`src/rtl/pipelined_addsub_unit.sv`:
```
// Segmented-carry two's-complement add/subtract with saturation, flags and a sideband tag.
// Latency: STAGES+1 edges from acceptance to out_valid (STAGES segment ranks plus the output rank).
// Backpressure: a global enable stalls every rank while out_valid && !out_ready; in_ready mirrors it.
module pipelined_addsub_unit #(
    parameter int BIT_WIDTH = 16,
    parameter int SEG_WIDTH = 4,
    parameter int TAG_WIDTH = 8
) (
    input  logic                 clk,
    input  logic                 rst,
    input  logic                 in_valid,
    output logic                 in_ready,
    input  logic [BIT_WIDTH-1:0] a,
    input  logic [BIT_WIDTH-1:0] b,
    input  logic                 operation,
    input  logic                 saturate,
    input  logic [TAG_WIDTH-1:0] in_tag,
    output logic                 out_valid,
    input  logic                 out_ready,
    output logic [BIT_WIDTH-1:0] sum,
    output logic                 c_out,
    output logic                 overflow,
    output logic                 zero,
    output logic [TAG_WIDTH-1:0] out_tag
);

    localparam int STAGES = BIT_WIDTH / SEG_WIDTH;
    localparam int MSB    = BIT_WIDTH - 1;

    logic advance;

    assign advance  = !out_valid || out_ready;
    assign in_ready = advance;

    genvar k;
    generate
        for (k = 0; k < STAGES; k++) begin : g_stage
            // LEFT: operand bits still unresolved on entry; REM: bits still unresolved on exit.
            localparam int LEFT = BIT_WIDTH - k * SEG_WIDTH;
            localparam int REM  = LEFT - SEG_WIDTH;
            localparam int DONE = (k + 1) * SEG_WIDTH;

            logic [LEFT-1:0]      a_rest;
            logic [LEFT-1:0]      b_rest;
            logic                 cin;
            logic                 v_src;
            logic                 sa_src;
            logic                 sb_src;
            logic                 sat_src;
            logic [TAG_WIDTH-1:0] tag_src;
            logic [SEG_WIDTH:0]   seg_sum;
            logic [DONE-1:0]      r_next;

            logic                 vld_q;
            logic                 c_q;
            logic                 sa_q;
            logic                 sb_q;
            logic                 sat_q;
            logic [TAG_WIDTH-1:0] tag_q;
            logic [DONE-1:0]      r_q;

            if (k == 0) begin : g_first
                logic [BIT_WIDTH-1:0] b_proc;

                assign b_proc  = operation ? ~b : b;
                assign a_rest  = a;
                assign b_rest  = b_proc;
                assign cin     = operation;
                assign v_src   = in_valid;
                assign sa_src  = a[MSB];
                assign sb_src  = b_proc[MSB];
                assign sat_src = saturate;
                assign tag_src = in_tag;
                assign r_next  = seg_sum[SEG_WIDTH-1:0];
            end else begin : g_next
                assign a_rest  = g_stage[k-1].g_skew.a_q;
                assign b_rest  = g_stage[k-1].g_skew.b_q;
                assign cin     = g_stage[k-1].c_q;
                assign v_src   = g_stage[k-1].vld_q;
                assign sa_src  = g_stage[k-1].sa_q;
                assign sb_src  = g_stage[k-1].sb_q;
                assign sat_src = g_stage[k-1].sat_q;
                assign tag_src = g_stage[k-1].tag_q;
                assign r_next  = {seg_sum[SEG_WIDTH-1:0], g_stage[k-1].r_q};
            end

            assign seg_sum = {1'b0, a_rest[SEG_WIDTH-1:0]}
                           + {1'b0, b_rest[SEG_WIDTH-1:0]}
                           + {{SEG_WIDTH{1'b0}}, cin};

            always_ff @(posedge clk) begin
                if (rst) begin
                    vld_q <= 1'b0;
                    c_q   <= 1'b0;
                    sa_q  <= 1'b0;
                    sb_q  <= 1'b0;
                    sat_q <= 1'b0;
                    tag_q <= '0;
                    r_q   <= '0;
                end else if (advance) begin
                    vld_q <= v_src;
                    c_q   <= seg_sum[SEG_WIDTH];
                    sa_q  <= sa_src;
                    sb_q  <= sb_src;
                    sat_q <= sat_src;
                    tag_q <= tag_src;
                    r_q   <= r_next;
                end
            end

            // Skew registers exist only while there are segments left to resolve.
            if (REM > 0) begin : g_skew
                logic [REM-1:0] a_q;
                logic [REM-1:0] b_q;

                always_ff @(posedge clk) begin
                    if (rst) begin
                        a_q <= '0;
                        b_q <= '0;
                    end else if (advance) begin
                        a_q <= a_rest[LEFT-1:SEG_WIDTH];
                        b_q <= b_rest[LEFT-1:SEG_WIDTH];
                    end
                end
            end
        end
    endgenerate

    logic [BIT_WIDTH-1:0] raw_sum;
    logic [BIT_WIDTH-1:0] sat_sum;
    logic [BIT_WIDTH-1:0] fin_sum;
    logic                 l_vld;
    logic                 l_c;
    logic                 l_sa;
    logic                 l_sb;
    logic                 l_sat;
    logic [TAG_WIDTH-1:0] l_tag;
    logic                 ovf;

    assign raw_sum = g_stage[STAGES-1].r_q;
    assign l_vld   = g_stage[STAGES-1].vld_q;
    assign l_c     = g_stage[STAGES-1].c_q;
    assign l_sa    = g_stage[STAGES-1].sa_q;
    assign l_sb    = g_stage[STAGES-1].sb_q;
    assign l_sat   = g_stage[STAGES-1].sat_q;
    assign l_tag   = g_stage[STAGES-1].tag_q;

    // l_sb is the sign of the already-inverted b for subtraction, so one rule covers add and sub.
    assign ovf     = (l_sa == l_sb) && (raw_sum[MSB] != l_sa);
    assign sat_sum = l_sa ? {1'b1, {(BIT_WIDTH-1){1'b0}}} : {1'b0, {(BIT_WIDTH-1){1'b1}}};
    assign fin_sum = (l_sat && ovf) ? sat_sum : raw_sum;

    always_ff @(posedge clk) begin
        if (rst) begin
            out_valid <= 1'b0;
            sum       <= '0;
            c_out     <= 1'b0;
            overflow  <= 1'b0;
            zero      <= 1'b0;
            out_tag   <= '0;
        end else if (advance) begin
            out_valid <= l_vld;
            sum       <= fin_sum;
            c_out     <= l_c;
            overflow  <= ovf;
            zero      <= (fin_sum == '0);
            out_tag   <= l_tag;
        end
    end

endmodule

```
`config.mk`:
```
export PLATFORM = sky130hd
export DESIGN_NAME = pipelined_addsub_unit
export DESIGN_NICKNAME = d
export VERILOG_FILES = /design/src/rtl/pipelined_addsub_unit.sv
export SDC_FILE = /design/constraint.sdc
export NUM_CORES = 1
export LEC_CHECK = 0
export ABC_AREA = 1
export CORE_MARGIN = 2
export CORE_UTILIZATION = 45
export CTS_CLUSTER_DIAMETER = 40
export CTS_CLUSTER_SIZE = 10
export DETAILED_ROUTE_END_ITERATION = 16
export PLACE_DENSITY = 0.66
export SLEW_MARGIN = 25
export SYNTH_ARGS = -nofsm -noshare
export SYNTH_HDL_FRONTEND = slang
export SYNTH_SLANG_ARGS = --single-unit
```
`constraint.sdc`:
```
create_clock -name clk -period 4.45 [get_ports clk]
set_clock_uncertainty 0.1 [all_clocks]
set_input_delay 0.89 -clock clk [delete_from_list [all_inputs] [get_ports clk]]
set_output_delay 0.89 -clock clk [all_outputs]
set_load 0.01 [all_outputs]
```
* Yosys cells after proc, flatten, opt, wreduce, memory -nomap -nowiden
Index checks and enable logic that the tools add are counted.
** Cells by class
- Eq/ne operators :: 2
- Bitwise gates (word level) :: 1
- Multiplexer cells :: 3
- Add/subtract/negate cells :: 8
- Reduce and logical (&&, ||, !) cells :: 5
** Operator list (count)
- $mux W16 :: 3
- $add A4 B4 Y5 :: 4
- $add A5 B1 Y5 :: 4
- $logic_not A16 Y1 :: 1
- $not A16 Y16 :: 1
- $logic_and A1 B1 Y1 :: 2
- $eq A1 B1 Y1 :: 1
- $logic_not A1 Y1 :: 1
- $logic_or A1 B1 Y1 :: 1
- $ne A1 B1 Y1 :: 1
** Storage, ports and cells
- Logic and storage cells :: 59
- Input bits :: 46
- Output and inout bits :: 29
- Flip-flop bits (word level) :: 168

* Logic depth before layout (Yosys ltp)
Gate-level depths: netlist of the first run.
- Depth in word-level cells :: 5
- Gate-level depth with buffers :: 10
- Depth with buffers taken out :: 10

* Worst setup path after synthesis of the first run
Ideal clock, no wire load.
- Kind :: input to output
- Start :: input out_ready
- End :: output in_ready
- Stages on the path :: 4
- Arrival time :: 1.504 ns
- Slack :: 1.956 ns
- Required time :: 3.460 ns
- Buffers on the path :: 2
- Path through :: nor2_2 > inv_2 > clkbuf_1 > buf_2
** On the way
- Word-level cells in the longest chain between the ends :: 1
** Ends and longest elaborated chain
- start, declared :: line 19 : input logic out_ready,
- $logic_or A1 B1 Y1 :: line 32 : assign advance = !out_valid || out_ready;
- end, declared :: line 12 : output logic in_ready,
No other way between the ends.

* Worst setup path after layout of the first run
Ends and elaborated chain as after synthesis.

==> results of run 1 <==
==> layout by cell type (no fill, tap or decap), types with 2 or more instances in the layout <==
cell type,instances
clkdlybuf4s50_1,74
inv_1,31
clkbuf_1,5
clkbuf_16,17
nor2_1,213
or2_2,3
xnor2_1,15
ha_1,12
clkbuf_8,4
clkinv_2,4
inv_2,2
a21oi_1,61
xor2_1,5
bufinv_16,2
nand2_1,35
nand3_1,8
o211ai_1,4
dfxtp_1,162
o21ai_0,160
a21oi_2,2
buf_4,7
fa_1,7
nand2_2,2
==> through the flow <==
step                      setup slack [ns]  hold slack (ns)  cell area [um^2]  util, %  power (mW)
after floorplan                       1.96            0.320              6300        -        1.78
after global placement               0.980            0.334              7090     51.5        1.89
after detailed placement             0.941            0.338              7090     51.5        1.90
after CTS                             1.06            0.355              7670     55.7        3.30
after global routing                  1.01            0.381              7670     55.7        3.41
final                                 1.07            0.355              7670     55.7        3.27
==> cell type report <==
| type | count | share of cell area (%) |
|---|---|---|
| clock buffer | 26 | 6.51 |
| clock inverter | 5 | 0.979 |
| inverter | 35 | 1.76 |
| multi-input combinational | 535 | 35.2 |
| sequential | 162 | 42.3 |
| tap | 180 | 2.94 |
| timing repair buffer | 81 | 10.3 |
==> per-layer routing <==
layer	vias up	global-route usage (%)	share of wire, %
met3	19	4.55	3.9
met5	-	0	0
met2	91	28.9	46
met1	2303	22.5	49
met4	0	7.97	1.8
li1	2647	-	-
==> worst max path at each step <==
stage	start	to	slack (ns)
after global placement	rst	g_stage[1].g_skew.b_q[6]	0.98
after CTS	out_ready	in_ready	1.06
after global routing	out_ready	in_ready	1.01
after detailed placement	rst	g_stage[1].g_skew.b_q[6]	0.94
final	out_ready	in_ready	1.07
after floorplan	out_ready	in_ready	1.96
==> cells by family after synthesis <==
kind of cell	after synthesis
adder cells (fa/ha/maj)	19
buffers and inverters	90
XOR/XNOR	20
flip-flops	162
AO/OA/AOI/OAI	232
AND/OR/NAND/NOR	264
==> worst max-delay path: stages <==
cell and delay [ns]:
clkdlybuf4s50_1 0.50, nor2_4 0.06, inv_4 0.31, clkdlybuf4s50_1 0.62
==> flip-flops by register name (all words and copies together) (netlist names) <==
| register | count |
|---|---|
| c_out | 1 |
| g_stage.g_skew.b_q | 21 |
| zero | 1 |
| overflow | 1 |
| g_stage.r_q | 40 |
| out_tag | 8 |
| g_stage.g_skew.a_q | 21 |
| g_stage.sa_q | 4 |
| g_stage.sb_q | 4 |
| g_stage.tag_q | 32 |
| out_valid | 1 |
| sum | 16 |
| g_stage.vld_q | 4 |
| g_stage.c_q | 4 |
| g_stage.sat_q | 4 |
==> where the power goes <==
part	internal [mW]	leakage, nW	switching (mW)
clock network	0.880	0.284	0.530
logic	0.136	1.80	0.139
registers	1.54	1.33	0.0473
==> results.py, run 1 <==
metrics = {
    "layout": {
        "ff_latch_area_mm2": 0.00324,
        "area_delta_synth_final_pct": 21.7,
        "antenna_cells": 0,
        "fill_cells": 1311,
        "multi_input_area_mm2": 0.00270,
        "final_net_count": 897,
        "instances_no_fill": 1024,
        "post_route_cells_drive_above_1_share_pct": 5.57,
    },
    "hold_path": {
        "min_path_type": "reg2reg",
        "min-delay-start": "g_stage[0].g_skew.b_q[8]",
        "holdPathEnd": "g_stage[1].g_skew.b_q[4]",
        "min_path_cells": 2,
    },
    "logic_synthesis": {
        "yosysTopAreaCell": "dfxtp_1",
        "synthSimpleGateAreaFrac_pct": 16.4,
        "synth_async_sr_flop_share_pct": 0,
        "ys_ff_latch": 162,
        "synth.area.mux_share_pct": 0,
        "synth_ff_type": "dfxtp_1",
        "yosysMostFrequentCell": "nor2_1",
        "synth.cell_area_mm2": 0.00630,
        "synth_area_per_cell_um2": 8.00,
        "synth.distinct_cells": 29,
        "synthTopCellsByArea": "dfxtp_1 (51%), o21ai_0 (13%), nor2_1 (13%)",
        "yosysSeqAreaShare_pct": 51.5,
        "synth_xor_area_share_pct": 2.78,
        "yosysWarnings": 0,
        "ys_top_cells_by_count": "nor2_1 (213), dfxtp_1 (162), o21ai_0 (160)",
        "netlist.area_leader.share_pct": 51.5,
        "synth_fp_nets": 852,
        "synth_cells": 787,
        "synth-edff-count": 0,
        "synth_fa_ha_area_share_pct": 4.61,
        "synth_compound_area_share_pct": 18.9,
        "synth_top_family_by_area": "compound AO/OA/AOI/OAI gates",
    },
    "sta": {
        "maxSlewViolCount": 0,
        "max_slew.worst_pin.slew_ns": 0.979,
        "min_period_ns": 3.38,
        "fin_crit_sh_pct": 76.0,
        "hold_viol_final": 0,
        "setup_violations": 0,
        "max_freq_mhz": 296,
        "relSlewSlack_pct": 34.7,
        "rsz0062_at_grt": "no",
        "setup_tns_ns": 0,
    },
    "die": {
        "start_util_pct": 45.7,
        "pin_count": 75,
        "dieArea_mm2": 0.0150,
        "rows": 43,
        "die_h_um": 122,
        "core_area_mm2": 0.0138,
        "die_x_um": 122,
    },
    "setup_path": {
        "reg2reg_setup_slack_ns": 2.25,
        "crit_path_max_fanout": 40,
        "worst_setup_path_start_kind": "input pin",
        "path_class": "in2out",
        "worst_setup_path_end_kind": "primary output",
        "arrival_ns": 2.39,
        "r2r_start": "out_valid",
        "r2r_cells": 9,
        "crit_required_ns": 3.46,
        "r2r_end": "zero",
    },
    "clock_tree": {
        "ctsHtreeMaxLevel": 4,
        "clkLatencyLatePin_ns": 0.42,
        "clk_pin_slew_ns": 0.06,
        "cts-buffers-inserted": 17,
        "cts.hold.buffers_added": 0,
        "clockBufferDepth": 2,
        "cts_tree": "done",
        "root_buffer": "clkbuf_16",
        "clock-sinks": 162,
        "post-cts-setup-buffers": 0,
        "post_cts_resized": 0,
    },
    "detailed_routing": {
        "drc": 0,
        "wl_um": 12500,
        "vias": 5060,
        "drt_iter0_markers": 322,
        "drt-vias-per-instance": 4.94,
        "post_drt_wl_per_cell_um": 12.2,
        "first_pass_iters": 4,
        "ant_nets": 0,
    },
    "outcome": {
        "outcome": "finished, final reports clean",
    },
    "power_and_ir_drop": {
        "pwr_density_cell_mw_per_mm2": 427,
        "ir_worst_vdd_mv": 0.214,
        "leakage_nw": 3.42,
    },
    "global_route": {
        "grt_usage_pct": 17.9,
        "gr-total-overflow": 0,
        "grt_pass1_wl_um": 21400,
        "grt_antenna_before_repair": 0,
        "grt_max_degree": 91,
        "grt_pass1_vias": 4827,
    },
    "flow_run": {
        "drv_cap": 0,
    },
    "place": {
        "portBuffers": 74,
        "hpwl_um": 8080,
        "dp_cells": 993,
        "gp_congestion": 0.799,
    },
}
No activity file was read; power rests on OpenSTA's default activity.
==> run 2, diff against run 1 <==
==> constraint.sdc (replaced) <==
create_clock -name clk -period 3.3 [get_ports clk]
set_clock_uncertainty 0.1 [all_clocks]
set_input_delay 0.66 -clock clk [delete_from_list [all_inputs] [get_ports clk]]
set_output_delay 0.66 -clock clk [all_outputs]
set_load 0.01 [all_outputs]
==> run 2 against run 1 <==
Compared with the run above: sequential cell count is the same; utilization rose by 0.84 points; cell count about the same; sequential share of layout area down 0.63 points; global-route usage is 0.24 points lower; register-to-register slack worse by 0.82 ns; total power up 42%; largest cell class unchanged.
==> results.py, run 2 (synthesis results as in run 1) <==
metrics = {
    "outcome": {
        "outcome": "finished, final reports clean",
    },
    "layout": {
        "stdcell_area_mm2": 0.00778,
        "final_net_count": 895,
        "area_delta_synth_final_pct": 23.5,
        "fin_util_pct": 56.5,
        "ff_latch_area_mm2": 0.00324,
        "largest-register": "g_stage.r_q",
        "final_cell_mix": "nor2_1 (213), dfxtp_1 (162), o21ai_0 (160), clkdlybuf4s50_1 (74), a21oi_1 (61)",
        "largestRegisters": "g_stage.r_q: 40 flops, g_stage.tag_q: 32 flops",
        "antenna_cells": 0,
        "post_route_cells_drive_above_1_share_pct": 5.69,
        "multi_input_area_mm2": 0.00270,
        "largest_reg_flops": 40,
        "fill_cells": 1311,
        "instances_no_fill": 1023,
        "final_common_cell": "nor2_1",
    },
    "global_route": {
        "grt_usage_pct": 17.6,
        "gr-total-overflow": 0,
        "grt_antenna_before_repair": 0,
        "grt_max_degree": 180,
        "grt_pass1_wl_um": 21300,
        "grt_pass1_vias": 4800,
    },
    "sta": {
        "max_freq_mhz": 383,
        "fin_crit_sh_pct": 79.1,
        "relSlewSlack_pct": 55.0,
        "maxSlewViolCount": 0,
        "setup_tns_ns": 0,
        "rsz0062_at_grt": "no",
        "setup_slack_ns": 0.691,
        "setup_violations": 0,
        "fin_hold_ws_ns": 0.348,
        "min_period_ns": 2.61,
        "hold_viol_final": 0,
        "max_slew.worst_pin.slew_ns": 0.675,
    },
    "hold_path": {
        "min-delay-start": "g_stage[0].g_skew.b_q[6]",
        "min_path_type": "reg2reg",
        "min_path_cells": 2,
        "holdPathEnd": "g_stage[1].g_skew.b_q[2]",
    },
    "clock_tree": {
        "cts.hold.buffers_added": 0,
        "cts_tree": "done",
        "ctsHtreeMaxLevel": 4,
        "clk_pin_slew_ns": 0.06,
        "post_cts_resized": 0,
        "clkLatencyLatePin_ns": 0.42,
        "root_buffer": "clkbuf_16",
        "post-cts-setup-buffers": 0,
        "cts-buffers-inserted": 17,
        "clock-sinks": 162,
        "clockBufferDepth": 2,
    },
    "setup_path": {
        "path_cells": "clkdlybuf4s50_1, nor2_4, inv_4, clkdlybuf4s50_1",
        "crit_path_frequent_cell": "clkdlybuf4s50_1",
        "crit_required_ns": 2.54,
        "arrival_ns": 1.85,
        "path_class": "in2out",
        "worst_setup_path_end_kind": "primary output",
        "crit_path_max_fanout": 2,
        "cpMaxStageDelayCell": "clkdlybuf4s50_1",
        "cpPeakStageDelay_ns": 0.48,
        "r2r_cells": 8,
        "r2r_end": "sum[15]",
        "reg2reg_setup_slack_ns": 1.43,
        "crit_start": "out_ready",
        "worst_setup_path_start_kind": "input pin",
        "r2r_start": "out_valid",
    },
    "detailed_routing": {
        "wl_um": 12400,
        "drt_iter0_markers": 378,
        "first_pass_iters": 7,
        "ant_nets": 0,
        "drc": 0,
        "post_drt_wl_per_cell_um": 12.1,
        "drt-vias-per-instance": 4.92,
        "vias": 5034,
    },
    "die": {
        "rows": 43,
        "dieArea_mm2": 0.0150,
        "die_h_um": 122,
        "pin_count": 75,
        "core_area_mm2": 0.0138,
        "start_util_pct": 45.7,
        "die_x_um": 122,
    },
    "place": {
        "hpwl_um": 7770,
        "dp_cells": 991,
        "portBuffers": 74,
        "place_area_mm2": 0.00713,
        "gp_congestion": 0.788,
        "pre_cts_ws_ns": 0.661,
    },
    "power_and_ir_drop": {
        "ir_worst_vdd_mv": 0.335,
        "pwr_density_cell_mw_per_mm2": 598,
        "total_power_mw": 4.65,
        "leakage_nw": 3.46,
    },
    "flow_run": {
        "drv_cap": 0,
    },
}
[run 2: final cells by class]
| cell class | count | share of cell area (%) |
|---|---|---|
| flip-flops and latches | 162 | 41.7 |
| multi-input cells | 535 | 34.6 |
| repair buffers | 79 | 10.6 |
| clock buffers | 23 | 6.14 |
| well taps | 180 | 2.89 |
| clock inverters | 9 | 2.27 |
| inverters | 35 | 1.74 |
[run 2: how the worst max path moves through the flow]
stage	endpoint	slack, ns	cells after the start
after CTS	in_ready	0.68	4
after global placement	in_ready	0.68	4
after global routing	in_ready	0.66	4
after floorplan	g_stage[0].r_q[3]	1.11	8
after detailed placement	sum[15]	0.66	8
final	in_ready	0.69	4
[run 2: worst max-delay path, delay by kind of cell]
kind	cells	cell delay, ns
buffers and inverters	3	0.99
and+or+nand+nor	1	0.20
[run 2: per-layer routing]
metal / up-vias / wire length [um] / GRT usage (%)
li1: 2656 / - / -
met1: 2278 / 5970 / 22.1
met2: 88 / 5780 / 29.1
met3: 12 / 486 / 3.53
met4: 0 / 132 / 8.19
met5: - / 0 / 0
[run 2: report_power, final]
group | switching, mW | internal (mW)
Combinational | 0.189 | 0.187
Clock | 0.731 | 1.40
Sequential | 0.0647 | 2.08
==> run 3, diff against run 2 <==
==> constraint.sdc (replaced) <==
create_clock -name clk -period 2.56 [get_ports clk]
set_clock_uncertainty 0.1 [all_clocks]
set_input_delay 0.512 -clock clk [delete_from_list [all_inputs] [get_ports clk]]
set_output_delay 0.512 -clock clk [all_outputs]
set_load 0.01 [all_outputs]
==> run 3 against run 2 <==
Compared with the run above: critical path depth stayed put; total power is 21% higher; count of clock-buffer cells in the layout stayed put; sequential cell count stayed put; utilization is 0.54 points lower; via count is 0.46% higher.
==> results.py, run 3 (synthesis results as in run 1) <==
metrics = {
    "setup_path": {
        "r2r_cells": 6,
        "r2r_start": "g_stage[2].c_q",
        "path_class": "in2out",
        "crit_path_frequent_cell": "clkdlybuf4s50_1",
        "cpMaxStageDelayCell": "clkdlybuf4s50_1",
        "crit_required_ns": 1.95,
        "critPathTopFamily": "buffers and inverters",
        "crit_path_max_fanout": 2,
        "cpPeakStageDelay_ns": 0.61,
        "arrival_ns": 1.76,
        "path_cells": "clkdlybuf4s50_1, nor2_4, inv_4, clkdlybuf4s50_1",
        "worst_setup_path_start_kind": "input pin",
        "r2r_end": "g_stage[3].c_q",
        "worstPathBufferInverterCount": 3,
        "reg2reg_setup_slack_ns": 0.78,
        "worst_setup_path_end_kind": "primary output",
    },
    "sta": {
        "maxSlewViolCount": 0,
        "min_period_ns": 2.38,
        "fin_crit_sh_pct": 92.8,
        "rsz0062_at_grt": "no",
        "setup_violations": 0,
        "setup_slack_ns": 0.183,
        "hold_viol_final": 0,
        "max_slew.worst_pin.slew_ns": 0.460,
        "fin_hold_ws_ns": 0.348,
        "max_freq_mhz": 421,
        "setup_tns_ns": 0,
        "relSlewSlack_pct": 69.3,
    },
    "detailed_routing": {
        "first_pass_iters": 4,
        "drc": 0,
        "ant_nets": 0,
        "vias": 5057,
        "drt-vias-per-instance": 4.94,
        "post_drt_wl_per_cell_um": 12.3,
        "drt_iter0_markers": 302,
        "wl_um": 12600,
    },
    "clock_tree": {
        "post-cts-setup-buffers": 0,
        "post_cts_resized": 0,
        "cts.hold.buffers_added": 0,
        "clk_pin_slew_ns": 0.06,
        "ctsHtreeMaxLevel": 4,
        "clock-sinks": 162,
        "clkLatencyLatePin_ns": 0.42,
        "root_buffer": "clkbuf_16",
        "cts_tree": "done",
        "cts-buffers-inserted": 17,
        "clockBufferDepth": 2,
    },
    "layout": {
        "largestRegisters": "g_stage.r_q: 40 flops, g_stage.tag_q: 32 flops",
        "final_net_count": 899,
        "area_delta_synth_final_pct": 22.3,
        "largest-register": "g_stage.r_q",
        "fin_util_pct": 56.0,
        "largest_reg_flops": 40,
        "instances_no_fill": 1024,
        "stdcell_area_mm2": 0.00771,
        "post_route_cells_drive_above_1_share_pct": 5.69,
        "antenna_cells": 0,
        "final_common_cell": "nor2_1",
        "final_cell_mix": "nor2_1 (213), dfxtp_1 (162), o21ai_0 (160), clkdlybuf4s50_1 (74), a21oi_1 (61)",
    },
    "place": {
        "portBuffers": 74,
        "dp_cells": 995,
        "pre_cts_ws_ns": 0.162,
        "place_area_mm2": 0.00716,
        "hpwl_um": 8080,
        "gp_congestion": 0.844,
    },
    "power_and_ir_drop": {
        "pwr_density_cell_mw_per_mm2": 730,
        "total_power_mw": 5.63,
        "ir_worst_vdd_mv": 0.364,
        "leakage_nw": 3.43,
    },
    "die": {
        "die_x_um": 122,
        "start_util_pct": 45.7,
        "core_area_mm2": 0.0138,
        "rows": 43,
        "die_h_um": 122,
        "dieArea_mm2": 0.0150,
        "pin_count": 75,
    },
    "global_route": {
        "grt_usage_pct": 17.6,
        "grt_pass1_vias": 4714,
        "grt_antenna_before_repair": 0,
        "grt_max_degree": 131,
        "grt_pass1_wl_um": 21000,
        "gr-total-overflow": 0,
    },
    "hold_path": {
        "holdPathEnd": "g_stage[1].g_skew.b_q[4]",
        "min_path_cells": 2,
        "min-delay-start": "g_stage[0].g_skew.b_q[8]",
        "min_path_type": "reg2reg",
    },
    "outcome": {
        "outcome": "finished, final reports clean",
    },
    "flow_run": {
        "drv_cap": 0,
    },
}
## run 3: cell count changes in the layout (fill, tap and decap cells not counted), sizes merged
cell / previous run / this run
buf: 5 / 9
bufinv: 5 / 2
## run 3: cell type report
type                            count  area (um^2)
Timing Repair Buffer               83          858
Fill cell                        1331         6070
Tap cell                          180          225
Clock buffer                       23          468
Inverter                           35          135
Sequential cell                   162         3240
Clock inverter                      6         82.6
Multi-Input combinational cell    535         2700
## run 3: worst max-delay path by stage
stage / end / slack, ns / start / cells after the start
final: in_ready / 0.18 / out_ready / 4
after global routing: in_ready / 0.18 / out_ready / 4
after CTS: in_ready / 0.18 / out_ready / 4
after detailed placement: g_stage[3].tag_q[3] / 0.16 / out_ready / 7
after global placement: in_ready / 0.18 / out_ready / 4
after floorplan: g_stage[0].r_q[3] / 0.52 / operation / 8
## run 3: report_power, final
part | switching (mW) | internal [mW]
clock | 0.916 | 1.47
combinational | 0.246 | 0.243
sequential | 0.0793 | 2.68
## run 3: layer usage
layer / wire length, um / GRT usage [%]
met1: 6160 / 22.4
met3: 496 / 4.28
met5: 0 / 0
met4: 180 / 6.61
met2: 5790 / 28.8
## run 3: worst min-delay path: stages, from the launching register on
cell and delay, ns:
dfxtp_1 0.30, inv_1 0.05, a21oi_1 0.05
